[src/rtl/msg_detector.sv]
// msg_detector: detects the 16-digit hex sequence AAC0FFEEA15A900D in a
// valid-qualified digit stream, with overlap-exact restart, an idle timer
// that abandons stale partial matches, and a saturating match counter.
module msg_detector #(
    parameter int unsigned IDLE_TIMEOUT = 255
) (
    input  logic       clk,
    input  logic       rst,
    input  logic [3:0] din,
    input  logic       din_valid,
    input  logic       clear,
    output logic [4:0] progress,
    output logic       match,
    output logic       timeout,
    output logic [7:0] match_cnt
);

    // Digit k of the pattern lives in bits [4k+3:4k].
    localparam logic [63:0] PATTERN       = 64'hD009_A51A_EEFF_0CAA;
    localparam logic [3:0]  DIGIT_A       = 4'hA;
    localparam logic [15:0] TIMEOUT_LIMIT = 16'(IDLE_TIMEOUT);

    typedef enum logic [3:0] {
        ST_0,  ST_1,  ST_2,  ST_3,  ST_4,  ST_5,  ST_6,  ST_7,
        ST_8,  ST_9,  ST_10, ST_11, ST_12, ST_13, ST_14, ST_15
    } prog_t;

    prog_t       state;
    prog_t       next_state;
    logic        full_hit;
    logic [3:0]  expected;
    logic [15:0] idle_cnt;

    assign progress = {1'b0, state};

    // Next match position for the current digit; only consumed when din_valid is high.
    always_comb begin
        next_state = state;
        full_hit   = 1'b0;
        expected   = PATTERN[{state, 2'b00} +: 4];
        if (din == expected) begin
            if (state == ST_15) begin
                full_hit   = 1'b1;
                next_state = ST_0;
            end else begin
                next_state = prog_t'(state + 4'd1);
            end
        end else if (din == DIGIT_A) begin
            // States 2, 9 and 12 were entered on an A, so a mismatching A leaves "AA" matched.
            next_state = (state == ST_2 || state == ST_9 || state == ST_12) ? ST_2 : ST_1;
        end else begin
            next_state = ST_0;
        end
    end

    // Match progress, idle timer, output pulses and saturating counter.
    always_ff @(posedge clk) begin
        if (rst) begin
            state     <= ST_0;
            idle_cnt  <= '0;
            match     <= 1'b0;
            timeout   <= 1'b0;
            match_cnt <= '0;
        end else begin
            match   <= 1'b0;
            timeout <= 1'b0;
            if (din_valid) begin
                state    <= next_state;
                idle_cnt <= '0;
                match    <= full_hit;
            end else if (state == ST_0) begin
                idle_cnt <= '0;
            end else if (idle_cnt + 16'd1 == TIMEOUT_LIMIT) begin
                state    <= ST_0;
                idle_cnt <= '0;
                timeout  <= 1'b1;
            end else begin
                idle_cnt <= idle_cnt + 16'd1;
            end

            // Clear is applied before a coinciding detection is counted.
            if (clear) begin
                match_cnt <= (din_valid && full_hit) ? 8'd1 : 8'd0;
            end else if (din_valid && full_hit && match_cnt != '1) begin
                match_cnt <= match_cnt + 8'd1;
            end
        end
    end

endmodule

[config.mk]
export PLATFORM = sky130hd
export DESIGN_NAME = msg_detector
export DESIGN_NICKNAME = d
export VERILOG_FILES = /design/src/rtl/msg_detector.sv
export SDC_FILE = /design/constraint.sdc
export NUM_CORES = 1
export LEC_CHECK = 0
export CORE_MARGIN = 1
export CORE_UTILIZATION = 55
export DETAILED_ROUTE_END_ITERATION = 10
export GPL_ROUTABILITY_DRIVEN = 0
export MAX_ROUTING_LAYER = met4
export PLACE_DENSITY = 0.89
export SYNTH_ARGS = -nofsm -noshare
export SYNTH_HDL_FRONTEND = slang
export SYNTH_SLANG_ARGS = --single-unit
export TNS_END_PERCENT = 100
[constraint.sdc]
create_clock -name clk -period 2.64 [get_ports clk]
set_input_delay 0.396 -clock clk [delete_from_list [all_inputs] [get_ports clk]]
set_output_delay 0.396 -clock clk [all_outputs]
set_load 0.005 [all_outputs]
### Word level (Yosys, flattened, before mapping)

Cells that the tools add are included.

* register bits after elaboration: 30
* bits in latches: 0
* memory bits (writable): 0
* memory bits (read-only): 0
* input bits: 8
* output and inout bits: 15
* word-level logic and storage cells: 43
* memories: 0

* add/subtract/negate cells: 3
* multiply operators: 0
* divide/modulo/power cells: 0
* $lt $le $gt $ge: 0
* eq/ne operators: 9
* shift-type cells: 1
* mux-type cells: 13
* bitwise gates (word level): 1
* reductions and logical operators: 11

Operators with widths (number)
* variable part select 64 x 7 -> 4 bit, first input constant: 1
* 2-to-1 mux 4 bit: 5
* adder 16 x 1 -> 16 bit, second input constant: 1
* == test 16 x 8 -> 1 bit, second input constant: 1
* == test 4 bit, second input constant: 4
* 2-to-1 mux 8 bit: 2
* adder 8 x 1 -> 8 bit, second input constant: 1
* != test 8 bit, second input constant: 1
* adder 4 x 1 -> 4 bit, second input constant: 1
* == test 4 x 2 -> 1 bit, second input constant: 1
* == test 4 bit: 1
* zero test 4 bit: 1
* 2-to-1 mux 1 bit: 4
* 2-to-1 mux 2 bit: 2
* nonzero test 2 bit: 2
* OR reduction 4 bit: 1
* OR reduction 3 bit: 1
* logical AND 1 bit: 2
* logical OR 1 bit: 2
* != test 2 bit, second input constant: 1
* AND reduction 2 bit: 1
* OR reduction 2 bit: 1
* NOT 1 bit: 1

### Logic depth before layout (Yosys ltp)

* depth after elaboration: 7
* gate-level depth with buffers: 9
* gate-level depth less buffers: 8

### Worst setup path before layout

Ideal clock, no wire load.

* path kind: register -> register
* from: register state[1]
* to: register state[1]
* library setup time: 0.079 ns
* data arrival time: 2.256 ns
* required time: 2.561 ns
* setup slack: 0.305 ns
* cell stages (with the launch flop): 9
* path buffers: 0
* period minus slack after synthesis: 2.335 ns
* cells stage by stage: dfxtp_1 > inv_1 > ha_1 > xnor2_1 > a211oi_1 > o211ai_1 > nor3_1 > mux2_2 > o211ai_1

* word-level cells in the longest chain between the ends: 7
* elaborated cells between the ends (all ways): 17
* classes of those cells: 1 x add/sub; 6 x eq/ne; 1 x shift; 5 x mux; 4 x reduce/logical

RTL lines
* from (decl): RTL line 28 `prog_t state;`
* from (signal assigned): RTL line 68 `state <= next_state;`
* parallel branches: the longest is 7 deep, another holds variable part select 64 x 7 -> 4 bit

Several ways; the timed one is not identified.
A chain may end at the register's enable or synchronous reset.

### Final worst setup path

* from: register state[0]
* to: register state[1]

Same word-level chain as after synthesis.

==> flow_summary.json <==
{
  "htreeDepth": 2,
  "avgViaCountPerCell": 5.94,
  "syn_area_um2": 1900,
  "std_cell_rows": 20,
  "max_slew.worst_pin.slew_ns": 0.622,
  "worst_slack_ns": 0.207,
  "swShare_pct": 22.6,
  "skew_ns": 0.0114,
  "antenna_found_initial": 0,
  "chipWidth_um": 60.8,
  "finalWirelength_um": 4210,
  "ff_latch_area_um2": 601,
  "die_h_um": 60.8,
  "detail-route-antenna-nets": 0,
  "cp_data_arrival_time_ns": 2.68,
  "min_period_ns": 2.43,
  "regToRegStartpoint": "state[0]",
  "grt_first_pass_wirelength_um": 6990,
  "seqPwrFrac_pct": 53.5,
  "multi_input_area_um2": 1210,
  "hold_viol": 0,
  "num_antenna_cells": 0,
  "r2r_cells": 9,
  "min_from": "match_cnt[4]",
  "cp-startpoint": "state[0]",
  "slew_headroom_pct": 58.6,
  "crit_fanout": 6,
  "hold_buffers": 0,
  "start_util_pct": 60.3,
  "die_area_um2": 3690,
  "hold_path_depth": 2,
  "cts_root_buf": "clkbuf_4",
  "stdcell_count": 303,
  "grt_pass1_vias": 1590,
  "yosysMostFrequentCell": "dfxtp_1",
  "cp-end-kind": "flip-flop",
  "hpwl_um": 3020,
  "ys_seq_elements": 30,
  "ys_async_sr_fraction_pct": 0,
  "drv_cap": 0,
  "grtUsageTotal_pct": 26.1,
  "synth_common_cells": "30 x dfxtp_1, 21 x nor2_1, 21 x nor3_1",
  "grt-ovfl-total": 0,
  "powerDensity_nw_per_um2": 379,
  "syn_nets": 252,
  "ys_types": 49,
  "syn_inst": 236,
  "dr_total_vias": 1799,
  "clk_pin_slew_worst_paths_ns": 0.10,
  "clockBufferDepth": 2,
  "grt_max_degree": 17,
  "post-place-ws_ns": 0.201,
  "dp_cells": 295,
  "postPlaceCellArea_um2": 2160,
  "fillers": 251,
  "fin_tns_setup_ns": 0,
  "core_um2": 3150,
  "p_comb_share_pct": 5.5,
  "drt-initial-drc-count": 136,
  "io_buffers": 21,
  "ys_dominant_reg_cell": "dfxtp_1",
  "nets": 274,
  "ys_seq_area_share_pct": 31.6,
  "area_growth_pct": 18.0,
  "drc": 0,
  "synth_top_area_cell": "dfxtp_1",
  "numCtsBuffers": 5,
  "synth_area_leaders": "dfxtp_1 32%, xnor2_1 6.0%, nor3_1 5.5%",
  "avgSynthCellArea_um2": 8.05,
  "drt_pass1_iterations": 5,
  "status": "finished, final reports clean",
  "post-route-period-util_pct": 92.2,
  "grt_setup_unrepaired": "false",
  "cts_sinks": 30,
  "p_int_mw": 0.658,
  "yosysTopAreaCellShare_pct": 31.6,
  "switchingPower_mw": 0.192,
  "hp-class": "reg2reg",
  "synth-edff-count": 0,
  "timing.hold.ws_ns": 0.504,
  "clkPwrFrac_pct": 41.0,
  "drive_above_1_share_pct": 10.4,
  "max-vdd-ir-drop_mv": 0.370,
  "boundaryPins": 23,
  "design_area_um2": 2240,
  "wl_per_cell_um": 13.9,
  "critPathKind": "reg2reg",
  "finalMaxSlewViolations": 0,
  "finalSetupViolCount": 0,
  "power.static_leakage_nw": 0.777,
  "post-cts-setup-buffer-count": 0,
  "cts_tree": "built",
  "clkLatencyLatePin_ns": 0.33,
  "yosysWarnings": 0,
  "max_freq_mhz": 411,
  "critPathLaunchType": "flip-flop",
  "cts_resized": 0,
  "critPathRequiredTime_ns": 2.89
}
## worst max-delay path, stage by stage (launching register included)
cell,delay [ns]
dfxtp_1,0.41
inv_1,0.09
ha_1,0.38
xnor2_1,0.16
a211oi_1,0.25
o211ai_1,0.23
nor3_1,0.25
buf_4,0.16
mux2_2,0.33
o211ai_1,0.09
## flip-flops by register name, indices dropped and copies added, names as in the netlist
| signal | cells |
|---|---|
| idle_cnt | 16 |
| match_cnt | 8 |
| state | 4 |
| match | 1 |
| timeout | 1 |
## routing by layer
metal  vias to the layer above  routed length, µm  share of wire, %  global-route usage, %
li1                        889                  -                 -                      -
met1                       843               1930                46                   32.6
met2                        63               1980                47                   41.6
met3                         4                263               6.2                   6.40
met4                         0                 34              0.81                   8.12
met5                         -                  0                 0                      -
## worst paths after layout
kind	endpoint	slack (ns)
max	state[1]	0.21
min	match_cnt[4]	0.50
max reg2reg	state[1]	0.21
min reg2reg	match_cnt[4]	0.50
## power by group through the flow
stage / clock (mW) / combinational, mW / sequential, mW
after detailed placement: 0 / 0.0464 / 0.465
after CTS: 0.349 / 0.0467 / 0.455
final: 0.349 / 0.0471 / 0.455
after global placement: 0 / 0.0457 / 0.465
after global routing: 0.363 / 0.0517 / 0.455
after floorplan: 0 / 0.0250 / 0.465
## metrics by stage
stage	util (%)	total power [mW]
3_3_place_gp	68.7	0.511
3_5_place_dp	68.7	0.512
4_1_cts	71.2	0.850
5_1_grt	71.2	0.870
6_report	71.2	0.851
2_1_floorplan	-	0.490
## final cells by class
class                   count  area share, %
multi-input cells         186           54.0
flip-flops and latches     30           26.8
repair buffers             30           12.4
clock buffers               8           3.51
well taps                  44           2.45
inverters                   5          0.837
## placed cells by master (no fill, tap or decap), types with 2 or more instances in the layout
cell,synthesis,layout
o22ai_1,2,2
dfxtp_1,30,30
nor2_1,21,21
nand2b_1,5,5
a211oi_1,2,2
inv_1,5,5
buf_4,1,9
nand4b_1,2,2
and4b_1,2,2
and3_1,5,5
a31o_2,2,2
o31ai_1,3,3
clkdlybuf4s50_1,0,21
or2_2,2,2
xnor2_1,13,13
a21oi_1,4,4
o21ai_0,5,5
or4_1,2,2
ha_1,8,8
or3_1,3,3
and3b_1,2,2
and2_1,3,3
xor2_1,8,8
nor4_1,3,3
clkbuf_4,0,5
nor3_1,21,21
mux2_2,2,2
nand3_1,10,10
a31oi_1,3,3
o211ai_1,5,5
nand2_1,20,20
mux2i_1,5,5
clkbuf_8,0,3
o21bai_1,2,2
nand4_1,8,8
## kinds of logic after synthesis
logic type / synth area share [%]
and+or+nand+nor: 33.3
AOI/OAI and AO/OA: 11.5
muxes: 3.82
buffers and inverters: 4.61
DFF: 31.6
adders and majority gates: 5.27
xor gates and xnor gates: 9.68
other: 0.197
Note: power is estimated with default switching activity, not from simulation.
